[config.mk]
export PLATFORM = sky130hd
export DESIGN_NAME = tick_timer_bank_flat
export DESIGN_NICKNAME = d
export VERILOG_FILES = /design/src/rtl/tick_pkg.sv /design/src/rtl/tick_timer_bank_if.sv /design/src/rtl/tick_channel.sv /design/src/rtl/tick_timer_bank.sv /design/src/flat_wrapper.sv
export SDC_FILE = /design/constraint.sdc
export NUM_CORES = 1
export LEC_CHECK = 0
export ABC_AREA = 1
export CORE_MARGIN = 10
export CORE_UTILIZATION = 30
export CTS_BUF_LIST = sky130_fd_sc_hd__clkbuf_16
export DETAILED_ROUTE_END_ITERATION = 8
export PLACE_DENSITY = 0.41
export SYNTH_ARGS = -nofsm -noshare
export SYNTH_HDL_FRONTEND = slang
export SYNTH_SLANG_ARGS = --single-unit
export TNS_END_PERCENT = 1
[constraint.sdc]
create_clock -name cin -period 15.09 [get_ports cin]
set_clock_uncertainty 0.1 [all_clocks]
set_input_delay 3.018 -clock cin [delete_from_list [all_inputs] [get_ports cin]]
set_output_delay 3.018 -clock cin [all_outputs]
set_load 0.005 [all_outputs]
[src/rtl/tick_pkg.sv]
// Shared mode encodings, default divisor and width helpers for the tick timer bank.
package tick_pkg;

  localparam logic [1:0] MODE_PERIODIC = 2'b00;
  localparam logic [1:0] MODE_ONESHOT  = 2'b01;
  localparam logic [1:0] MODE_TOGGLE   = 2'b10;

  // 10 Hz tick from the 50 MHz system clock.
  localparam logic [31:0] DEF_DIV = 32'd5000000;

  function automatic int clog2(input int unsigned n);
    int r;
    r = 0;
    for (int unsigned v = 1; v < n; v = v << 1) r = r + 1;
    return r;
  endfunction

  function automatic int chw(input int unsigned n);
    return (clog2(n) < 1) ? 1 : clog2(n);
  endfunction

endpackage

[src/rtl/tick_timer_bank_if.sv]
// Control and status bundle of the tick timer bank; master drives controls, slave is the bank.
interface tick_timer_bank_if import tick_pkg::*; #(
  parameter int N_CH = 4,
  parameter int W    = 32
);

  localparam int CHW = chw(N_CH);

  logic [N_CH-1:0]   en;
  logic [2*N_CH-1:0] mode;
  logic              clr;
  logic              ld;
  logic [CHW-1:0]    ld_ch;
  logic [W-1:0]      ld_val;
  logic [N_CH-1:0]   tick;
  logic [N_CH-1:0]   level;
  logic [N_CH-1:0]   done;
  logic              tick_any;

  modport master (
    output en, mode, clr, ld, ld_ch, ld_val,
    input  tick, level, done, tick_any
  );

  modport slave (
    input  en, mode, clr, ld, ld_ch, ld_val,
    output tick, level, done, tick_any
  );

endinterface

[src/rtl/tick_channel.sv]
// One tick channel: runtime divisor, enable-gated counter, periodic/one-shot/toggle output.
module tick_channel import tick_pkg::*; #(
  parameter int           W       = 32,
  parameter logic [W-1:0] DEF_DIV = W'(tick_pkg::DEF_DIV)
) (
  input  logic         cin,
  input  logic         rst,
  input  logic         en,
  input  logic [1:0]   mode,
  input  logic         clr,
  input  logic         ld,
  input  logic [W-1:0] ld_val,
  output logic         tick,
  output logic         level,
  output logic         done,
  output logic         fire
);

  logic [W-1:0] count;
  logic [W-1:0] div;
  logic [W-1:0] term;
  logic [1:0]   eff_mode;

  // fire is the next-state tick; clr and ld outrank terminal count and swallow it.
  always_comb begin
    eff_mode = (mode == 2'b11) ? MODE_PERIODIC : mode;
    term     = (div == '0) ? '0 : div - 1'b1;
    fire     = !clr && !ld && en && !done && (count >= term);
  end

  always_ff @(posedge cin or posedge rst) begin
    if (rst) begin
      count <= '0;
      div   <= DEF_DIV;
      tick  <= 1'b0;
      level <= 1'b0;
      done  <= 1'b0;
    end else begin
      tick <= fire;
      if (clr) begin
        count <= '0;
        done  <= 1'b0;
      end else if (ld) begin
        div   <= ld_val;
        count <= '0;
        done  <= 1'b0;
      end else if (!en) begin
        count <= '0;
        done  <= 1'b0;
      end else if (!done) begin
        if (fire) begin
          count <= '0;
          if (eff_mode == MODE_ONESHOT) done <= 1'b1;
        end else begin
          count <= count + 1'b1;
        end
      end
      // Level only lives in toggle mode; leaving it drops the wave to 0.
      if (eff_mode != MODE_TOGGLE) level <= 1'b0;
      else if (fire)               level <= ~level;
    end
  end

endmodule

[src/rtl/tick_timer_bank.sv]
// N_CH-channel tick generator: load decode, clr fan-out and the registered tick_any.
module tick_timer_bank import tick_pkg::*; #(
  parameter int           N_CH    = 4,
  parameter int           W       = 32,
  parameter logic [W-1:0] DEF_DIV = W'(tick_pkg::DEF_DIV)
) (
  input logic              cin,
  input logic              rst,
  tick_timer_bank_if.slave bus
);

  logic [N_CH-1:0] ld_sel;
  logic [N_CH-1:0] fire;
  logic [N_CH-1:0] tick_v;
  logic [N_CH-1:0] level_v;
  logic [N_CH-1:0] done_v;
  logic            tick_any_r;

  // Out-of-range channel indices match no channel, so such loads are dropped.
  always_comb begin
    ld_sel = '0;
    for (int unsigned i = 0; i < N_CH; i++)
      ld_sel[i] = bus.ld && (32'(bus.ld_ch) == i);
  end

  for (genvar g = 0; g < N_CH; g++) begin : g_ch
    tick_channel #(
      .W       (W),
      .DEF_DIV (DEF_DIV)
    ) u_ch (
      .cin    (cin),
      .rst    (rst),
      .en     (bus.en[g]),
      .mode   (bus.mode[2*g +: 2]),
      .clr    (bus.clr),
      .ld     (ld_sel[g]),
      .ld_val (bus.ld_val),
      .tick   (tick_v[g]),
      .level  (level_v[g]),
      .done   (done_v[g]),
      .fire   (fire[g])
    );
  end

  always_ff @(posedge cin or posedge rst) begin
    if (rst) tick_any_r <= 1'b0;
    else     tick_any_r <= |fire;
  end

  assign bus.tick     = tick_v;
  assign bus.level    = level_v;
  assign bus.done     = done_v;
  assign bus.tick_any = tick_any_r;

endmodule

[src/flat_wrapper.sv]
// flat-port wrapper written by rule: the top's interface ports become plain ports
module tick_timer_bank_flat import tick_pkg::*;
#(
  parameter int           N_CH    = 4,
  parameter int           W       = 32,
  parameter logic [W-1:0] DEF_DIV = W'(tick_pkg::DEF_DIV)
)
  (cin, rst, bus_en, bus_mode, bus_clr, bus_ld, bus_ld_ch, bus_ld_val, bus_tick, bus_level, bus_done, bus_tick_any);
  tick_timer_bank_if #(.N_CH(N_CH), .W(W)) bus_i ();
  input logic cin;
  input logic rst;
  input wire logic [$bits(bus_i.en)-1:0] bus_en;
  input wire logic [$bits(bus_i.mode)-1:0] bus_mode;
  input wire logic [$bits(bus_i.clr)-1:0] bus_clr;
  input wire logic [$bits(bus_i.ld)-1:0] bus_ld;
  input wire logic [$bits(bus_i.ld_ch)-1:0] bus_ld_ch;
  input wire logic [$bits(bus_i.ld_val)-1:0] bus_ld_val;
  output wire logic [$bits(bus_i.tick)-1:0] bus_tick;
  output wire logic [$bits(bus_i.level)-1:0] bus_level;
  output wire logic [$bits(bus_i.done)-1:0] bus_done;
  output wire logic [$bits(bus_i.tick_any)-1:0] bus_tick_any;
  assign bus_i.en = bus_en;
  assign bus_i.mode = bus_mode;
  assign bus_i.clr = bus_clr;
  assign bus_i.ld = bus_ld;
  assign bus_i.ld_ch = bus_ld_ch;
  assign bus_i.ld_val = bus_ld_val;
  assign bus_tick = bus_i.tick;
  assign bus_level = bus_i.level;
  assign bus_done = bus_i.done;
  assign bus_tick_any = bus_i.tick_any;
  tick_timer_bank #(.N_CH(N_CH), .W(W), .DEF_DIV(DEF_DIV)) u_core (.cin(cin), .rst(rst), .bus(bus_i));
endmodule
==> results of run 1 <==
-- through the flow --
stage | instances | worst slack, ps | total power [W] | hold WS [ps]
after floorplan | 3078 | 4610 | 0.00128 | 353
after global placement | 4005 | 9090 | 0.00144 | 371
after detailed placement | 4005 | 9030 | 0.00145 | 376
after CTS | 4069 | 9610 | 0.00238 | 391
after global routing | 4069 | 9290 | 0.00250 | 436
final | 4070 | 9650 | 0.00234 | 388
-- registers in the layout, summed over array words and instances, names as in the netlist --
register                flops
u_core.bus.tick_any         1
u_core.g_ch.u_ch.count    128
u_core.g_ch.u_ch.level      4
u_core.g_ch.u_ch.div      128
u_core.g_ch.u_ch.tick       4
u_core.g_ch.u_ch.done       4
-- layer usage --
metal  track usage (%)  part of all wire [%]  vias up
met5                 0                 0.031        -
met3              2.60                   4.9       62
met4              3.05                   1.5        4
met1              23.4                    50     9049
li1                  -                     -     9868
met2              26.0                    44      365
-- cell families (layout without fill, tap and decap cells) --
kind of cell,count (synthesis),in the layout
compound gates,259,259
fa+ha+maj,140,140
buf+inv,452,512
other cells,0,1
simple gates,1822,1822
flops,269,269
xor+xnor,136,136
-- placed cells by master (no fill, tap or decap), types with 29 or more instances in the layout --
cell / netlist / final
nand2_1: 953 / 950
inv_1: 359 / 365
nor2_1: 357 / 355
nand3_1: 245 / 245
dfrtp_1: 237 / 237
o21ai_0: 148 / 148
ha_1: 140 / 140
xor2_1: 102 / 102
nor3_1: 68 / 68
clkdlybuf4s50_1: 0 / 62
a21oi_1: 56 / 56
nand4_1: 50 / 50
or2_2: 37 / 37
clkbuf_16: 0 / 37
xnor2_1: 34 / 34
dfstp_2: 32 / 32
nor2_2: 27 / 29
-- how the worst max path moves through the flow --
| stage | startpoint | endpoint | slack [ps] | cells past startpoint |
|---|---|---|---|---|
| floorplan | rst | u_core.bus.tick_any | 4610 | 1 |
| global placement | rst | u_core.g_ch[1].u_ch.div[0] | 9090 | 4 |
| detailed placement | rst | u_core.g_ch[1].u_ch.div[0] | 9030 | 4 |
| CTS | bus_ld_ch[1] | u_core.g_ch[3].u_ch.count[7] | 9610 | 11 |
| global route | bus_ld_ch[1] | u_core.g_ch[3].u_ch.count[7] | 9290 | 11 |
| finish | bus_ld_ch[1] | u_core.g_ch[3].u_ch.count[7] | 9650 | 11 |
-- worst min-delay path, delay by kind of cell, from the launching register on --
family | cells | cell delay, ps
DFF | 1 | 340
AOI/OAI and AO/OA | 1 | 60
and+or+nand+nor | 1 | 50
-- power by group through the flow --
stage	registers (W)	logic (W)	clock network, W
after floorplan	0.000874	0.000407	0
after CTS	0.000904	0.000541	0.000939
after global placement	0.000915	0.000526	0
final	0.000904	0.000532	0.000906
after detailed placement	0.000916	0.000537	0
after global routing	0.000916	0.000617	0.000964
-- area by class of cell --
cell class              instances  area share [%]
diodes                          1          0.0106
clock inverters                27            1.18
clock buffers                  37            3.92
well taps                     931            4.93
multi-input cells            2357            52.3
flip-flops and latches        269            28.7
repair buffers                 75            3.04
inverters                     373            5.96
==> run metrics, run 1 <==
max-slew violation count=0; drt total wl=67,500 um; Critical R2R Launch=u_core.g_ch[3].u_ch.div[19]; worst-path cell chain=clkdlybuf4s50_1 > inv_2 > nor3_1 > inv_1 > nand2_1 > nor2_1 > inv_2 > nor2_1 > buf_4 > nand2_1 > nand2_1; setup_tns=0 ps; top cells by area, synth=dfrtp_1 28%, nand2_1 17%, ha_1 8.4%; CP Buf/Inv Count=5; Synth Area in Simple Gates=38.2%; filler instances=7,480; flops & latches, synth=269; area leader, netlist=dfrtp_1; CTS Root Cell=clkbuf_16; period utilisation layout=36.1%; Ports=63; Net Sw Frac=34.1%; clock buffer count from CTS=37; Reg clk slew, reported paths=60 ps; Hold Path Class=flip-flop to flip-flop; CP max stage delay=680 ps; post-synthesis adder-cell area fraction=8.38%; total gr overflow=0; global-route wire length before repair=107,000 um; highest clock rate=184 MHz; Core Region=68,800 um2; min-delay src=u_core.g_ch[0].u_ch.div[1]; Critical Path Source Type=input pin; DP Area=22,400 um2; P per Cell Area=99.2 nW/um2; Worst Max-Slew Pin Slew=1140 ps; Top FF cell, synth=dfrtp_1; R2R Path End=u_core.g_ch[3].u_ch.count[7]; number of global-route vias before repair=18,400; CP delay by family, top=simple AND/OR/NAND/NOR gates; H-tree level count=2; worst vdd ir=62.7 uV; hold_buf cts=0; setup violators final=0; fin crit period=5440 ps; CP required=15,480 ps; mux cell area share after synthesis=0%; initial antenna violation count=12; P_leak=12.1 nW; R2R depth=19; status=finished clean; Hold Path Sink=u_core.g_ch[0].u_ch.div[1]; worst hold stages=2; NetSw=0.000799 W; largest family of logic cells by synthesized area=simple AND/OR/NAND/NOR gates; vias per cell=4.75; Synth top area share=28.4%; DR WL/cell=16.6 um; CTS resizes=0; mapped cell area=20,900 um2; number of synthesized flops with an enable pin=0; multi-input logic area=12,400 um2; Mapped Cells=3,078; combinational power share=22.7%; Overall Global Routing Usage=16.5%; post-layout instance area=23,600 um2; Die Width=284 um; Critical Path Most Common Cell=nand2_1; RSZ-0062 raised after global routing=no; power share of the clock group=38.7%; sequential area share after synthesis=32.4%; XOR/XNOR share of the synthesized area=5.70%; Synth cell types=42; TritonRoute pass-1 iters=7; Reg area=6770 um2; FF-to-FF setup slack=10,410 ps; Final Hold Fails=0; Crit Path Max Fanout=12; post-synth net total=3,268; Crit Path Class=input pin to flip-flop; Clock Latency Late Sink=560 ps; nets@finish=3,303; setup repair bufs after CTS=0; ANT nets after route=0; Synth Area per Inst=6.79 um2; Worst Setup End Kind=flip-flop; drc violations=0; Clock Sinks=269; Die Height=284 um; Synth Area in Compound Gates=6.79%; Die Area=80,600 um2; Int Pwr=0.00154 W; slew margin rel.=24.0%; Slowest-stage cell, CP=nor2_1; commonest cells in the netlist=953 x nand2_1, 359 x inv_1, 357 x nor2_1; Clock Tree Buf Depth=3; largest net degree at the start of global routing=79; GPL Wtd Cong=0.854; Crit path arrival time=5840 ps; layout cells sized above 1=7.65%; Final Util=34.3%; async set-or-reset flop fraction in the synthesized netlist=100%; CTS tree=built; via count=19,300; port bufs=62; initial core utilization=30.4%; # rows=96; sequential share of power=38.6%; count leader, synth=nand2_1; max_cap viols=0; Ys Warns=0; post-DP HPWL=51,800 um; initial drt markers=1,316; Synth-to-Final Area Change=13.0%
Note: power is estimated with default switching activity, not from simulation.
==> run 2: changes to the inputs <==
- clock period: 15.09 -> 5.6 ns (I/O delays scaled with it)
==> run 2 against run 1 <==
Against the previous run: final area is 0.65% higher; hold slack worse by 1.9 ps; critical path depth increased by 11; largest cell class unchanged; register-to-register slack got worse by 9200 ps; sequential share of layout area fell by 0.19 points; total power rose to 2.8 times the previous value; combinational power grew to 2.7 times the previous value; critical endpoint is now u_core.bus.tick_any.
==> run metrics, run 2 (synthesis gave the netlist of run 1 again) <==
status=finished clean; hold_buf cts=0 (unchanged); multi-input logic area=12,400 um2 (unchanged); R2R Path End=u_core.bus.tick_any; CP Capture Point=u_core.bus.tick_any; ANT nets after route=0 (unchanged); fin crit period=4350 ps; max-slew violation count=0 (unchanged); layout cells sized above 1=7.75% (+0.11 points); clock buffer count from CTS=38 (+2.7%); P per Cell Area=273 nW/um2 (+180%); max_cap viols=0 (unchanged); setup repair bufs after CTS=0 (unchanged); Reg area=6770 um2 (unchanged); initial antenna violation count=9 (-3); CTS tree=built; initial drt markers=1,163 (-12%); nets@finish=3,307 (+0.12%); Overall Global Routing Usage=16.8% (+0.30 points); CTS resizes=0 (unchanged); most common cell after layout, fill and taps aside=nand2_1; largest net degree at the start of global routing=110 (+39%); Crit Path Class=flip-flop to flip-flop; Worst Setup End Kind=flip-flop; setup_tns=0 ps (unchanged); worst vdd ir=172 uV (+170%); P_leak=12.2 nW (+0.48%); number of global-route vias before repair=18,700 (+1.6%); # rows=96 (unchanged); H-tree level count=2 (unchanged); setup violators final=0 (unchanged); Final Hold Fails=0 (unchanged); global-route wire length before repair=109,000 um (+1.8%); Worst Max-Slew Pin Slew=1080 ps (-61.0 ps); Critical Path Source Type=flip-flop; slew margin rel.=28.1% (+4.1 points); Clock Sinks=269 (unchanged); Worst Setup SP=u_core.g_ch[2].u_ch.div[0]; filler instances=7,418 (-0.83%); commonest non-fill, non-tap cells in the layout=950 x nand2_1, 363 x inv_1, 355 x nor2_1, 245 x nand3_1, 237 x dfrtp_1; total gr overflow=0 (unchanged); post-DP HPWL=52,400 um (+1.1%); Hold Path Class=flip-flop to flip-flop; CTS Root Cell=clkbuf_16; Crit Path Max Fanout=22 (+10); Inst Count DP=4,008 (+0.075%); initial core utilization=30.4% (unchanged); drt total wl=68,300 um (+1.1%); drc violations=0 (unchanged); Regs by FF count=u_core.g_ch.u_ch.count: 128 flops, u_core.g_ch.u_ch.div: 128 flops; Die Area=80,600 um2 (unchanged); Critical R2R Launch=u_core.g_ch[2].u_ch.div[0]; highest clock rate=230 MHz; TritonRoute pass-1 iters=6 (-1); Final Non-Filler Cells=4,079 (+0.22%); Die Height=284 um (unchanged); FF-to-FF setup slack=1250 ps (-9160 ps); Clock Tree Buf Depth=3 (unchanged); Final Util=34.5% (+0.22 points); Reg clk slew, reported paths=60 ps (about the same); Die Width=284 um (unchanged); period utilisation layout=77.6%; Ports=63 (unchanged); vias per cell=4.73 (-0.41%); GPL Wtd Cong=0.835 (-2.3%); via count=19,300 (-0.19%); CP required=5960 ps (-9520 ps); port bufs=62 (unchanged); Clock Latency Late Sink=570 ps (about the same); RSZ-0062 raised after global routing=no; total power=0.00650 W (+180%); Crit path arrival time=4700 ps (-1140 ps); Core Region=68,800 um2 (unchanged); DR WL/cell=16.7 um (+0.85%); Synth-to-Final Area Change=13.8%; R2R depth=22 (+3)
-- run 2: routing by layer --
metal  global-route usage, %  part of all wire, %  vias up
met5                       0                0.048        -
met4                    3.62                  1.8        4
met3                    2.95                  4.9       78
met2                    26.5                   44      353
met1                    23.5                   49     8998
li1                        -                    -     9878
-- run 2: through the flow --
step                      hold WS, ps  instance area, um2  setup slack [ps]
after global placement            376               22500              1250
after floorplan                   353               20900               853
after global routing              433               23800               676
final                             386               23800              1250
after detailed placement          378               22500              1190
after CTS                         392               23800              1180
-- run 2: worst max-delay path, cell delays in order, from the launching register on --
cell and delay (ps):
dfrtp_1 400, inv_1 210, ha_1 230, inv_1 90, nor2_4 180, nand2_2 110
nor2_2 170, nand3_1 100, nor2_1 200, nand2_1 70, nand2_1 50, o21bai_1 170
ha_1 270, nand2_1 70, nor2_1 50, nand2_1 80, inv_1 40, a21oi_1 260
nand2_1 190, nand2_1 690, nand2_1 300, inv_1 130, nand2_1 60
-- run 2: layout make-up --
class                           instances  area share (%)
Inverter                              373            5.90
Tap cell                              931            4.90
Sequential cell                       269            28.5
Antenna cell                            1          0.0105
Timing Repair Buffer                   78            3.22
Multi-Input combinational cell       2357            52.0
Clock inverter                         32            1.53
Clock buffer                           38            4.00
-- run 2: worst min path at each step --
stage | from | to | slack [ps] | cells after the start
global placement | u_core.g_ch[0].u_ch.div[1] | u_core.g_ch[0].u_ch.div[1] | 380 | 2
finish | u_core.g_ch[0].u_ch.div[1] | u_core.g_ch[0].u_ch.div[1] | 390 | 2
detailed placement | u_core.g_ch[0].u_ch.div[1] | u_core.g_ch[0].u_ch.div[1] | 380 | 2
floorplan | u_core.g_ch[0].u_ch.div[1] | u_core.g_ch[0].u_ch.div[1] | 350 | 2
CTS | u_core.g_ch[0].u_ch.div[1] | u_core.g_ch[0].u_ch.div[1] | 390 | 2
global route | u_core.g_ch[3].u_ch.div[1] | u_core.g_ch[3].u_ch.div[1] | 430 | 2
-- run 2: report_power, final --
| group | leakage, nW | internal [W] | switching [W] | total, W |
|---|---|---|---|---|
| sequential | 3.51 | 0.00216 | 0.000268 | 0.00242 |
| combinational | 8.03 | 0.000534 | 0.000920 | 0.00145 |
| clock | 0.663 | 0.00161 | 0.00101 | 0.00262 |
| total | 12.2 | 0.00430 | 0.00220 | 0.00650 |
==> run 3: changes to the inputs <==
- PLACE_DENSITY: 0.41 -> 0.42
- clock period: 5.6 -> 3.5 ns (I/O delays scaled with it)
==> run 3 against run 2 <==
Against the previous run: final area rose by 4.7%; combinational power grew 85%; routed wire length up 3.8%; clock power up 60%; sequential power grew 59%; fmax up 32%; register-to-register slack got worse by 1000 ps; global-route usage grew 0.40 points; total power rose by 65%; hold slack improved by 28 ps; flip-flop and latch count stayed put; worst setup slack lost 1000 ps; largest power group unchanged.
==> run metrics, run 3 (synthesis gave the netlist of run 1 again) <==
initial drt markers=1,219 (+4.8%); Die Width=284 um (unchanged); Clock Sinks=269 (unchanged); highest clock rate=305 MHz (+32%); CTS tree=built; initial antenna violation count=3 (-6); H-tree level count=2 (unchanged); filler instances=7,363 (-0.74%); period utilisation layout=93.8% (+16 points); Hold Path Class=flip-flop to flip-flop; Core Region=68,800 um2 (unchanged); ANT nets after route=0 (unchanged); Final Util=36.2% (+1.6 points); Inst Count DP=4,084 (+1.9%); TritonRoute pass-1 iters=7 (+1); layout cells sized above 1=12.4% (+4.6 points); Clock Latency Late Sink=570 ps (about the same); P_leak=12.8 nW (+4.5%); Final Non-Filler Cells=4,167 (+2.2%); GPL Wtd Cong=0.949 (+14%); CP delay by family, top=simple AND/OR/NAND/NOR gates; via count=19,900 (+3.0%); port bufs=62 (unchanged); # rows=96 (unchanged); drc violations=0 (unchanged); R2R depth=22 (unchanged); Reg clk slew, reported paths=60 ps (about the same); Clock Tree Buf Depth=3 (unchanged); worst hold stages=2 (unchanged); Worst Max-Slew Pin Slew=1140 ps (+58.7 ps); Crit Path Class=flip-flop to flip-flop; min-delay src=u_core.g_ch[0].u_ch.div[1]; FF-to-FF setup slack=220 ps (-1040 ps); DR WL/cell=17.0 um (+1.6%); number of global-route vias before repair=19,600 (+4.4%); Hold Path Sink=u_core.g_ch[0].u_ch.div[1]; Regs by FF count=u_core.g_ch.u_ch.count: 128 flops, u_core.g_ch.u_ch.div: 128 flops; Die Height=284 um (unchanged); worst vdd ir=320 uV (+85%); fin crit period=3280 ps (-1060 ps); Critical R2R Launch=u_core.g_ch[0].u_ch.div[22]; P per Cell Area=431 nW/um2 (+58%); total gr overflow=0 (unchanged); initial core utilization=30.4% (unchanged); commonest non-fill, non-tap cells in the layout=943 x nand2_1, 355 x inv_1, 337 x nor2_1, 240 x nand3_1, 231 x dfrtp_1; largest net degree at the start of global routing=65 (-41%); Die Area=80,600 um2 (unchanged); Worst Setup End Kind=flip-flop; Critical Path Source Type=flip-flop; nets@finish=3,397 (+2.7%); Slowest-stage cell, CP=dfstp_2; vias per cell=4.77 (+0.85%); status=finished clean; CTS Root Cell=clkbuf_16; Crit Path Max Fanout=7 (-68%); max_cap viols=0 (unchanged); ant diodes=0 (-1); clock buffer count from CTS=37 (-2.6%); worst-path cell chain=nor2_1 > inv_1 > nor2_2 > inv_1 > nor2_1 > nand3_1 > nor2_1 > inv_1 > buf_4 > nand2_1 > ha_4 > a21oi_1 > nand2_1 > nand2_1 > nand3_1 > a21oi_2 > nand2_2 > nand2_4 > buf_8 > nand2_1 > inv_1 > nand2_1; Final Hold Fails=0 (unchanged); Synth-to-Final Area Change=19.1%; Overall Global Routing Usage=17.2% (+0.40 points); global-route wire length before repair=112,000 um (+2.8%); Ports=63 (unchanged); post-DP HPWL=54,100 um (+3.3%); CP required=3860 ps (-2100 ps); R2R Path End=u_core.bus.tick_any; CP Buf/Inv Count=6 (+2); max-slew violation count=0 (unchanged); Crit path arrival time=3640 ps (-1060 ps); setup violators final=0 (unchanged); drt total wl=70,900 um (+3.8%); CP max stage delay=410 ps (-280 ps); slew margin rel.=24.1% (-3.9 points); most common cell after layout, fill and taps aside=nand2_1; Critical Path Most Common Cell=nand2_1
==> run 3: changes by cell type in the layout (fill, tap and decap cells not counted), sizes merged, moves of 3 or more <==
cell	delta
inv	-5
clkinvlp	+3
buf	+88
clkbuf	+3
==> run 3: repair_timing <==
| action | CTS | global route |
|---|---|---|
| hold buffers | 0 | 0 |
| buffers inserted | 0 | 12 |
| gates cloned | 0 | 3 |
| setup endpoints to repair | 35 | 138 |
| endpoints found under the hold margin | 0 | 0 |
| pin swaps | 0 | 19 |
| gates resized for setup | 2 | 83 |
==> run 3: area by class of cell <==
type	count	area (um2)	share of cell area, %
inverters	373	1410	5.66
well taps	931	1160	4.68
clock inverters	29	337	1.35
multi-input cells	2358	12600	50.7
clock buffers	39	976	3.92
flip-flops and latches	269	6780	27.2
repair buffers	168	1600	6.41
==> run 3: worst max path at each step <==
stage                     cells past startpoint                         from                             to
final                                        22  u_core.g_ch[0].u_ch.div[22]            u_core.bus.tick_any
after global routing                         21   u_core.g_ch[1].u_ch.div[7]   u_core.g_ch[1].u_ch.count[9]
after CTS                                    22   u_core.g_ch[2].u_ch.div[0]  u_core.g_ch[2].u_ch.count[29]
after detailed placement                     24  u_core.g_ch[2].u_ch.div[10]   u_core.g_ch[2].u_ch.count[1]
after global placement                       24  u_core.g_ch[2].u_ch.div[10]  u_core.g_ch[2].u_ch.count[17]
after floorplan                               1                          rst            u_core.bus.tick_any
==> run 3: layer usage <==
metal  part of all wire (%)  track usage [%]  up-vias
met1                     48             23.6     9388
li1                       -                -    10100
met4                    1.7             3.60        0
met2                     46             28.1      365
met3                    4.2             2.52       81
met5                      0                0        -
==> run 3: metrics by stage <==
stage / setup slack (ps) / power, W / cell area (um2) / hold slack [ps] / setup TNS [ps]
global route: -32.1 / 0.0114 / 24900 / 443 / -536
CTS: 12.8 / 0.0108 / 24400 / 395 / 0
floorplan: -827 / 0.00552 / 20900 / 353 / -196080
finish: 218 / 0.0107 / 24900 / 413 / 0
global placement: -76.6 / 0.00645 / 23100 / 376 / -1340
detailed placement: -70.2 / 0.00650 / 23100 / 382 / -1170
==> run 3: where the power goes <==
group          leakage [nW]  internal (W)  total (W)  switching, W
sequential             3.50       0.00345    0.00384      0.000384
clock                 0.648       0.00255    0.00420       0.00165
combinational          8.60       0.00103    0.00268       0.00165
total                  12.8       0.00703     0.0107       0.00369
==> run 3: tightest hold or removal path: cells and delay by family, from the launching register on <==
family / cells / cell delay (ps)
flip-flops: 1 / 360
AO/OA/AOI/OAI: 1 / 70
AND/OR/NAND/NOR: 1 / 50
